<file path="src/rtl/rr_arbiter.sv">
// Round-robin arbiter: rotating-pointer pick in IDLE, registered one-hot grant
// held until done, owner withdrawal, or the hold limit expires.
//
// state | meaning
// IDLE  | no owner; arbitrate among req_i starting at ptr
// GRANT | one requester owns the resource; watch done/abort/hold limit
`timescale 1ns/1ps
module rr_arbiter #(
  parameter int N        = 8,
  parameter int MAX_HOLD = 16,
  parameter int IDX_W    = $clog2(N)
) (
  input  logic             clk_i,
  input  logic             arstn_i,
  input  logic [N-1:0]     req_i,
  input  logic             done_i,
  output logic [N-1:0]     gnt_o,
  output logic             gnt_val_o,
  output logic [IDX_W-1:0] gnt_idx_o,
  output logic             timeout_o
);

  localparam int CNT_W = $clog2(MAX_HOLD) + 1;

  typedef enum logic {IDLE, GRANT} state_t;

  state_t           state_q, state_d;
  logic [IDX_W-1:0] ptr_q, ptr_d;
  logic [IDX_W-1:0] idx_q, idx_d;
  logic [N-1:0]     gnt_q, gnt_d;
  logic [CNT_W-1:0] cnt_q, cnt_d;
  logic             to_q, to_d;

  logic [N-1:0]     ptr_mask;
  logic [N-1:0]     masked;
  logic [IDX_W-1:0] hi_win, lo_win, winner;
  logic [IDX_W-1:0] ptr_next;
  logic             owner_req;
  logic             hold_hit;

  // Requests at or above ptr win first; otherwise wrap to the lowest request.
  always_comb begin
    ptr_mask = '0;
    hi_win   = '0;
    lo_win   = '0;
    for (int i = 0; i < N; i++) begin
      ptr_mask[i] = (IDX_W'(i) >= ptr_q);
    end
    masked = req_i & ptr_mask;
    for (int i = N - 1; i >= 0; i--) begin
      if (masked[i]) hi_win = IDX_W'(i);
      if (req_i[i])  lo_win = IDX_W'(i);
    end
    winner = (|masked) ? hi_win : lo_win;
  end

  assign ptr_next  = (idx_q == IDX_W'(N - 1)) ? '0 : idx_q + IDX_W'(1);
  assign owner_req = req_i[idx_q];
  assign hold_hit  = (MAX_HOLD != 0) && (cnt_q == CNT_W'(MAX_HOLD - 1));

  always_comb begin
    state_d = state_q;
    ptr_d   = ptr_q;
    idx_d   = idx_q;
    gnt_d   = gnt_q;
    cnt_d   = cnt_q;
    to_d    = 1'b0;
    case (state_q)
      IDLE: begin
        if (|req_i) begin
          gnt_d   = {{(N-1){1'b0}}, 1'b1} << winner;
          idx_d   = winner;
          cnt_d   = '0;
          state_d = GRANT;
        end
      end
      GRANT: begin
        if (done_i || !owner_req || hold_hit) begin
          gnt_d   = '0;
          ptr_d   = ptr_next;
          state_d = IDLE;
          // Timeout is only reported when it is the sole reason for release.
          to_d    = !done_i && owner_req;
        end else if (MAX_HOLD != 0) begin
          cnt_d = cnt_q + CNT_W'(1);
        end
      end
      default: begin
        state_d = IDLE;
        gnt_d   = '0;
      end
    endcase
  end

  always_ff @(posedge clk_i or negedge arstn_i) begin
    if (!arstn_i) begin
      state_q <= IDLE;
      ptr_q   <= '0;
      idx_q   <= '0;
      gnt_q   <= '0;
      cnt_q   <= '0;
      to_q    <= 1'b0;
    end else begin
      state_q <= state_d;
      ptr_q   <= ptr_d;
      idx_q   <= idx_d;
      gnt_q   <= gnt_d;
      cnt_q   <= cnt_d;
      to_q    <= to_d;
    end
  end

  assign gnt_o     = gnt_q;
  assign gnt_val_o = |gnt_q;
  assign gnt_idx_o = idx_q;
  assign timeout_o = to_q;

endmodule
</file>
<file path="config.mk">
export PLATFORM = sky130hd
export DESIGN_NAME = rr_arbiter
export DESIGN_NICKNAME = d
export VERILOG_FILES = /design/src/rtl/rr_arbiter.sv
export SDC_FILE = /design/constraint.sdc
export NUM_CORES = 1
export LEC_CHECK = 0
export CAP_MARGIN = 5
export CORE_ASPECT_RATIO = 0.6
export CORE_MARGIN = 5
export CORE_UTILIZATION = 30
export CTS_BUF_LIST = sky130_fd_sc_hd__clkbuf_8
export CTS_CLUSTER_DIAMETER = 120
export CTS_CLUSTER_SIZE = 30
export DETAILED_ROUTE_END_ITERATION = 10
export REMOVE_ABC_BUFFERS = 1
export SLEW_MARGIN = 10
export SYNTH_ARGS = -nofsm -noshare
export SYNTH_HDL_FRONTEND = slang
export SYNTH_SLANG_ARGS = --single-unit
</file>
<file path="constraint.sdc">
create_clock -name clk_i -period 4.1 [get_ports clk_i]
set_clock_uncertainty 0.1 [all_clocks]
set_input_delay 0.82 -clock clk_i [delete_from_list [all_inputs] [get_ports clk_i]]
set_output_delay 0.82 -clock clk_i [all_outputs]
set_load 0.01 [all_outputs]
</file>
==> flow_metrics.tcl, run 1 <==
set metrics [dict create \
    wl_per_cell_um 16.4 \
    timing_hold_violations_final 0 \
    synth_seq_cells 21 \
    rsz0062_at_grt "no" \
    tightest_slew_ps 960 \
    area_growth_pct 26.3 \
    final_util 0.389 \
    start_util 0.308 \
    antenna_found_initial 0 \
    status "completed" \
    clockPowerShare 0.115 \
    cts-resized-gates 0 \
    cp-start-kind "input port" \
    layout.cells.non_filler 194 \
    diodes 0 \
    max_stage_delay_ps 500 \
    cts_tree "yes" \
    hpwlAfterDp_um 2490 \
    cp.depth 5 \
    finalPower_mw 1.16 \
    cap_violations 0 \
    clkTransAtPathRegs_ps 80 \
    syn_area_um2 1250 \
    die_h_um 60.0 \
    ys_seq_area_frac 0.421 \
    fillerInstances 410 \
    port_buffers 23 \
    cts_sinks 21 \
    setup_tns_ps 0 \
    synth-edff-count 0 \
    firstDrtPassIters 4 \
    cp_data_arrival_time_ps 2750 \
    power.switching_uw 493 \
    crit_fanout 16 \
    grt_first_pass_wirelength_um 5530 \
    mostFrequentLayoutCell "clkdlybuf4s50_1" \
    pin_count 24 \
    grt.total_usage 0.130 \
    fin_crit_ps 2690 \
    clockBufferDepth 2 \
    cts_hold_buf 0 \
    clkLatencyLatePin_ps 260 \
    fin_crit_sh 0.657 \
    finalSetupViolations 0 \
    internal_power_uw 667 \
    drv_slew 0 \
    drtIter0Drc 74 \
    max_freq_mhz 371 \
    worst-setup-path-type "input port to flip-flop" \
    path_cells "clkdlybuf4s50_1 -> nor4_1 -> a21o_1 -> nor2_2 -> a32o_1" \
    die_area_um2 5590 \
    ff2ff_path_depth 5 \
    placedCellCount 190 \
    cts_buffers 3 \
    vias_per_cell 5.68 \
    whs_path_depth 1 \
    synth_warnings 0 \
    antenna_left 0 \
    required_ps 4150 \
    gp_congestion 0.839 \
    core_um2 4050 \
    end_kind "flip-flop" \
    seqPwrFrac 0.352 \
    ir_drop_uv 508 \
    grt_pass1_vias 1102 \
    rows 18 \
    postSynthCellCount 119 \
    cp_top_family "compound AO/OA/AOI/OAI gates" \
    whs_ps 395 \
    drive_above_1_share 0.0972 \
    drc_errors 0 \
    mostFrequentLayoutCells "clkdlybuf4s50_1 (23), dfrtp_1 (21), nand2_1 (15)" \
    synth_area_per_cell_um2 10.5 \
    ff_latch_area_um2 526 \
    r2r_slack_ps 1990 \
    crit_buf_inv 1 \
    powerDensity_nw_per_um2 736 \
    grt_max_degree 22 \
    holdCritPathClass "flip-flop to flip-flop" \
    dieWidth_um 93.3 \
    grt_overflow 0 \
    root_buffer "clkbuf_8" \
    vias 1101 \
    switching_share 0.425 \
    async_reset_ff_frac 1.00 \
    p_leak_nw 0.662 \
    dominantRegCellSynth "dfrtp_1" \
    relSlewSlack 0.358 \
    cts_max_level 1 \
    crit_slowest_cell "nor4_1" \
    nets 160 \
    p_comb_frac 0.533 \
    post_cts_buffers 0 \
    drt-total-wl_um 3180 \
    multiInputGateArea_um2 697 \
    synth_cell_types 41 \
]
final cells by class:
class | count | area share
multi-input combinational | 92 | 0.442
tap | 50 | 0.0397
timing repair buffer | 23 | 0.146
inverter | 4 | 0.00953
clock buffer | 3 | 0.0262
sequential | 21 | 0.334
clock inverter | 1 | 0.00238
cells in the mapped netlist (all sizes together) (2+ instances only):
cell / count / area share
buf: 2 / 0.0080
o31ai: 7 / 0.053
mux4: 2 / 0.036
nand2: 15 / 0.045
a21oi: 7 / 0.028
nor2: 4 / 0.014
a32o: 4 / 0.032
and4: 2 / 0.014
inv: 4 / 0.012
ha: 4 / 0.040
dfrtp: 21 / 0.42
a21o: 3 / 0.018
nand3: 5 / 0.020
mux2: 2 / 0.018
mux2i: 5 / 0.050
nor4: 4 / 0.020
nor3: 2 / 0.0080
nor2b: 3 / 0.015
o21ai: 5 / 0.020
through the flow:
stage          instance area [um2]  setup WS, ps
4_1_cts                       1580          1440
3_5_place_dp                  1530          1170
3_3_place_gp                  1530          1220
5_1_grt                       1580          1260
6_report                      1580          1410
2_1_floorplan                 1240          1860
logic make-up after synthesis:
kind of cell	share of synthesized area
flops	0.421
mux	0.104
compound gates	0.232
simple gates	0.183
buf+inv	0.0201
fa+ha+maj	0.0401
worst paths after layout:
kind	from	end
max in group asynchronous	arstn_i	cnt_q[2]
setup / recovery	req_i[3]	gnt_o[5]
min in group asynchronous	arstn_i	cnt_q[4]
hold / removal	cnt_q[3]	cnt_q[3]
hold reg to reg	cnt_q[3]	cnt_q[3]
setup reg to reg	cnt_q[0]	ptr_q[1]
worst register-to-register path: cells and delay by family, from the launching register on:
kind	cells	cell delay, ps
compound gates	1	480
fa+ha+maj	2	460
flops	1	410
mux	1	390
simple gates	1	150
sequential cells by signal, indices dropped and copies added, names as in the netlist:
register,count
ptr_q,3
timeout_o,1
gnt_idx_o,3
gnt_o,8
cnt_q,5
state_q,1
layer usage:
metal  GRT usage  wire, um  vias up
met1       0.193      1610      544
met2       0.183      1330       41
met4      0.0292        23        0
li1            -         -      514
met3      0.0390       215        2
met5           0         0        -
power by group through the flow:
| stage | Clock [mW] | Combinational, mW | Sequential (mW) |
|---|---|---|---|
| 3_3_place_gp | 0 | 0.607 | 0.404 |
| 6_report | 0.134 | 0.619 | 0.408 |
| 3_5_place_dp | 0 | 0.619 | 0.405 |
| 2_1_floorplan | 0 | 0.362 | 0.395 |
| 4_1_cts | 0.140 | 0.625 | 0.404 |
| 5_1_grt | 0.147 | 0.688 | 0.420 |
No activity file was read; power rests on OpenSTA's default activity.
==> run 2: changes to the inputs <==
==> constraint.sdc (replaced) <==
create_clock -name clk_i -period 2.2 [get_ports clk_i]
set_clock_uncertainty 0.1 [all_clocks]
set_input_delay 0.44 -clock clk_i [delete_from_list [all_inputs] [get_ports clk_i]]
set_output_delay 0.44 -clock clk_i [all_outputs]
set_load 0.01 [all_outputs]
==> flow_metrics.tcl, run 2 (same netlist as run 1, synthesis figures left out) <==
set metrics [dict create \
    grt_use_met3 0.0516 \
    vias 1162 \
    crit_fanout 5 \
    die_area_um2 5590 \
    cap_violations 0 \
    setup_tns_ps 0 \
    finalSetupViolations 0 \
    p_comb_frac 0.569 \
    cts_tree "yes" \
    rows 18 \
    pin_count 24 \
    mostFrequentLayoutCells "dfrtp_1 (21), buf_4 (18), clkdlybuf4s50_1 (17)" \
    hpwlAfterDp_um 2570 \
    powerDensity_nw_per_um2 1310 \
    drt-total-wl_um 3460 \
    max_freq_mhz 462 \
    p_leak_nw 0.813 \
    worst-setup-path-type "input port to flip-flop" \
    internal_power_mw 1.35 \
    largest_reg_flops 8 \
    holdCritPathClass "flip-flop to flip-flop" \
    die_h_um 60.0 \
    grt_max_degree 22 \
    whs_ps 391 \
    clockPowerShare 0.107 \
    cp-start-kind "input port" \
    status "completed" \
    drtIter0Drc 82 \
    tightest_slew_ps 416 \
    finalPower_mw 2.32 \
    switching_share 0.418 \
    antenna_found_initial 0 \
    diodes 0 \
    grt_overflow 0 \
    ir_drop_uv 922 \
    core_um2 4050 \
    seqPwrFrac 0.324 \
    grt.total_usage 0.124 \
    post_cts_buffers 0 \
    antenna_left 0 \
    required_ps 2250 \
    firstDrtPassIters 4 \
    timing_hold_violations_final 0 \
    placedCellCount 208 \
    start_util 0.308 \
    power.switching_uw 969 \
    gp_congestion 0.796 \
    grt_use_met1 0.186 \
    cts_max_level 1 \
    fin_crit_ps 2160 \
    met2_usage 0.167 \
    layout.cells.non_filler 212 \
    end_kind "flip-flop" \
    cts_buffers 3 \
    cts_sinks 21 \
    drive_above_1_share 0.247 \
    mostFrequentLayoutCell "dfrtp_1" \
    relSlewSlack 0.720 \
    nets 178 \
    drv_slew 0 \
    clockBufferDepth 2 \
    area_growth_pct 41.9 \
    fin_crit_sh 0.983 \
    drc_errors 0 \
    dieWidth_um 93.3 \
    clkTransAtPathRegs_ps 70 \
    clkLatencyLatePin_ps 260 \
    root_buffer "clkbuf_8" \
    grt_first_pass_wirelength_um 5350 \
    fillerInstances 389 \
    grt.busiest_layer "met1" \
    grt_pass1_vias 1089 \
    cp_data_arrival_time_ps 2210 \
    vias_per_cell 5.48 \
    wl_per_cell_um 16.3 \
    port_buffers 23 \
]
## run 2: final timing paths
path / slack (ps) / startpoint / end / cells after the start
worst max-delay path: 40 / req_i[7] / gnt_o[4] / 6
worst min-delay path: 390 / cnt_q[3] / cnt_q[3] / 1
worst max register to register: 170 / gnt_idx_o[1] / gnt_o[4] / 5
worst min register to register: 390 / cnt_q[3] / cnt_q[3] / 1
max in group asynchronous: 1360 / arstn_i / gnt_o[4] / 2
min in group asynchronous: 430 / arstn_i / gnt_o[1] / 2
## run 2: metal layers
| layer | vias up | share of wire |
|---|---|---|
| met5 | - | 0 |
| met4 | 0 | 0.0023 |
| met3 | 2 | 0.086 |
| met2 | 45 | 0.42 |
| met1 | 565 | 0.49 |
| li1 | 550 | - |
## run 2: power by group through the flow
stage | clock (mW) | sequential, mW | combinational, mW
final | 0.248 | 0.752 | 1.32
after global routing | 0.274 | 0.781 | 1.43
after CTS | 0.255 | 0.737 | 1.28
after detailed placement | 0 | 0.739 | 1.27
after global placement | 0 | 0.737 | 1.25
after floorplan | 0 | 0.736 | 0.675
## run 2: per-stage QoR
step                       util  setup WS [ps]  area, um2
final                     0.437           36.3       1770
after global routing      0.437          -12.9       1770
after CTS                 0.423           39.4       1720
after detailed placement  0.411           -282       1670
after global placement    0.411           -245       1670
after floorplan               -            241       1240
## run 2: layout make-up
cell class	instances	area, um2	area share
timing repair buffer	41	380	0.215
sequential	21	526	0.297
multi-input combinational	92	742	0.419
inverter	4	15.0	0.00848
clock inverter	1	3.75	0.00212
tap	50	62.6	0.0353
clock buffer	3	41.3	0.0233
## run 2: what timing repair did
item / in CTS / in global routing
gates resized for setup: 1 / 15
pin swaps: 0 / 2
endpoints found under the setup margin: 2 / 10
hold buffers: 0 / 0
cloned: 0 / 0
## run 2: worst max-delay path, cell delays in order
cell and delay [ps]:
clkdlybuf4s50_1 510, nor2_1 60, o311a_1 310, o31ai_1 380
a31oi_2 220, a32o_1 290
==> run 3: changes to the inputs <==
--- a/config.mk
+++ b/config.mk
@@ -14,6 +14,7 @@
 export CTS_CLUSTER_SIZE = 30
 export DETAILED_ROUTE_END_ITERATION = 10
 export REMOVE_ABC_BUFFERS = 1
+export SETUP_SLACK_MARGIN = 0.15
 export SLEW_MARGIN = 10
 export SYNTH_ARGS = -nofsm -noshare
 export SYNTH_HDL_FRONTEND = slang
==> constraint.sdc (replaced) <==
create_clock -name clk_i -period 2.2 [get_ports clk_i]
set_clock_uncertainty 0.1 [all_clocks]
set_input_delay 0.33 -clock clk_i [delete_from_list [all_inputs] [get_ports clk_i]]
set_output_delay 0.33 -clock clk_i [all_outputs]
set_load 0.01 [all_outputs]
==> flow_metrics.tcl, run 3 (same netlist as run 1, synthesis figures left out) <==
set metrics [dict create \
    max_freq_mhz 497 \
    diodes 0 \
    grt.total_usage 0.132 \
    rsz0062_at_grt "yes" \
    required_ps 2260 \
    grt_max_degree 22 \
    wl_per_cell_um 16.2 \
    crit_buf_inv 4 \
    p_leak_nw 0.848 \
    drive_above_1_share 0.321 \
    antenna_left 0 \
    pin_count 24 \
    area_growth_pct 47.1 \
    mostFrequentLayoutCells "buf_4 (24), dfrtp_1 (18), clkdlybuf4s50_1 (16)" \
    cts_tree "yes" \
    drc_errors 0 \
    max_stage_delay_ps 440 \
    die_h_um 60.0 \
    rows 18 \
    drt-total-wl_um 3540 \
    grt_overflow 0 \
    crit_top_cell "buf_4" \
    cts_sinks 21 \
    ir_drop_uv 973 \
    worst-setup-path-type "input port to flip-flop" \
    vias 1218 \
    cts_max_level 1 \
    cp-start-kind "input port" \
    grt_pass1_vias 1143 \
    path_cells "clkdlybuf4s50_1 -> buf_4 -> a21oi_2 -> buf_4 -> and4_1 -> a22oi_1 -> buf_4 -> o31ai_1" \
    firstDrtPassIters 4 \
    powerDensity_nw_per_um2 1320 \
    clockBufferDepth 2 \
    status "completed" \
    hpwlAfterDp_um 2690 \
    tightest_slew_ps 351 \
    finalPower_mw 2.43 \
    largest_reg_flops 8 \
    port_buffers 23 \
    clkTransAtPathRegs_ps 80 \
    drtIter0Drc 79 \
    mostFrequentLayoutCell "buf_4" \
    holdCritPathClass "input port to async pin" \
    end_kind "flip-flop" \
    nets 184 \
    vias_per_cell 5.59 \
    cp_top_family "buffers and inverters" \
    dp_slack_ps -203 \
    core_um2 4050 \
    cts_hold_buf 0 \
    cp_data_arrival_time_ps 2080 \
    finalSetupViolations 0 \
    timing_hold_violations_final 0 \
    gp_congestion 0.888 \
    setup_slack_ps 186 \
    drv_slew 0 \
    fin_crit_ps 2010 \
    crit_slowest_cell "clkdlybuf4s50_1" \
    relSlewSlack 0.765 \
    grt_first_pass_wirelength_um 5750 \
    clkLatencyLatePin_ps 260 \
    cap_violations 0 \
    die_area_um2 5590 \
    cts_buffers 3 \
    dieWidth_um 93.3 \
    crit_fanout 5 \
    start_util 0.308 \
    root_buffer "clkbuf_8" \
    antenna_found_initial 0 \
    fin_crit_sh 0.915 \
]
==> run 3: changes by cell type in the layout (fill, tap and decap cells not counted), moves of 2 or more <==
| cell | previous run | this run |
|---|---|---|
| dfrtp_1 | 21 | 18 |
| dfrtp_2 | 0 | 3 |
| o31ai_2 | 0 | 2 |
| buf_4 | 18 | 24 |
| o31ai_1 | 6 | 4 |
==> run 3: power breakdown <==
group / switching [mW] / leakage (nW) / total (mW) / internal [mW]
Sequential: 0.205 / 0.273 / 0.745 / 0.539
Combinational: 0.661 / 0.549 / 1.43 / 0.770
Clock: 0.129 / 0.0255 / 0.256 / 0.126
==> run 3: repair_timing <==
action                     CTS  global route
hold endpoints to repair     0             0
pin swaps                    1             1
setup endpoints to repair    8            17
buffers inserted             0             3
resized for setup            2            22
==> run 3: final cells by class <==
cell class / instances / area (um2)
clock buffers: 3 / 41.3
clock inverters: 1 / 5.00
fillers: 389 / 2220
inverters: 4 / 15.0
multi-input cells: 92 / 754
flip-flops and latches: 21 / 529
well taps: 50 / 62.6
repair buffers: 47 / 428
==> run 3: final timing paths <==
kind,start,to,slack [ps],depth (start not counted)
min in group clk_i,cnt_q[3],cnt_q[3],380,1
setup / recovery,req_i[6],gnt_o[1],190,8
hold reg to reg,cnt_q[3],cnt_q[3],380,1
setup reg to reg,ptr_q[2],gnt_o[1],230,7
hold / removal,arstn_i,cnt_q[2],310,2
max in group asynchronous,arstn_i,ptr_q[0],1460,2
==> run 3: metal layers <==
metal  share of wire  vias to the layer above  track usage
met5               0                        -            0
met4          0.0057                        0       0.0188
met3           0.064                        4       0.0365
met2            0.43                       50        0.191
met1            0.50                      604        0.200
li1                -                      560            -
==> run 3: stage by stage <==
step	instances	instance area [um2]	util	hold WS, ps	TNS, ps
2_1_floorplan	117	1240	-	-65.6	0
3_3_place_gp	211	1690	0.416	356	-1720
3_5_place_dp	211	1690	0.416	370	-1410
4_1_cts	215	1750	0.431	314	0
5_1_grt	218	1840	0.453	323	0
6_report	218	1840	0.453	308	0
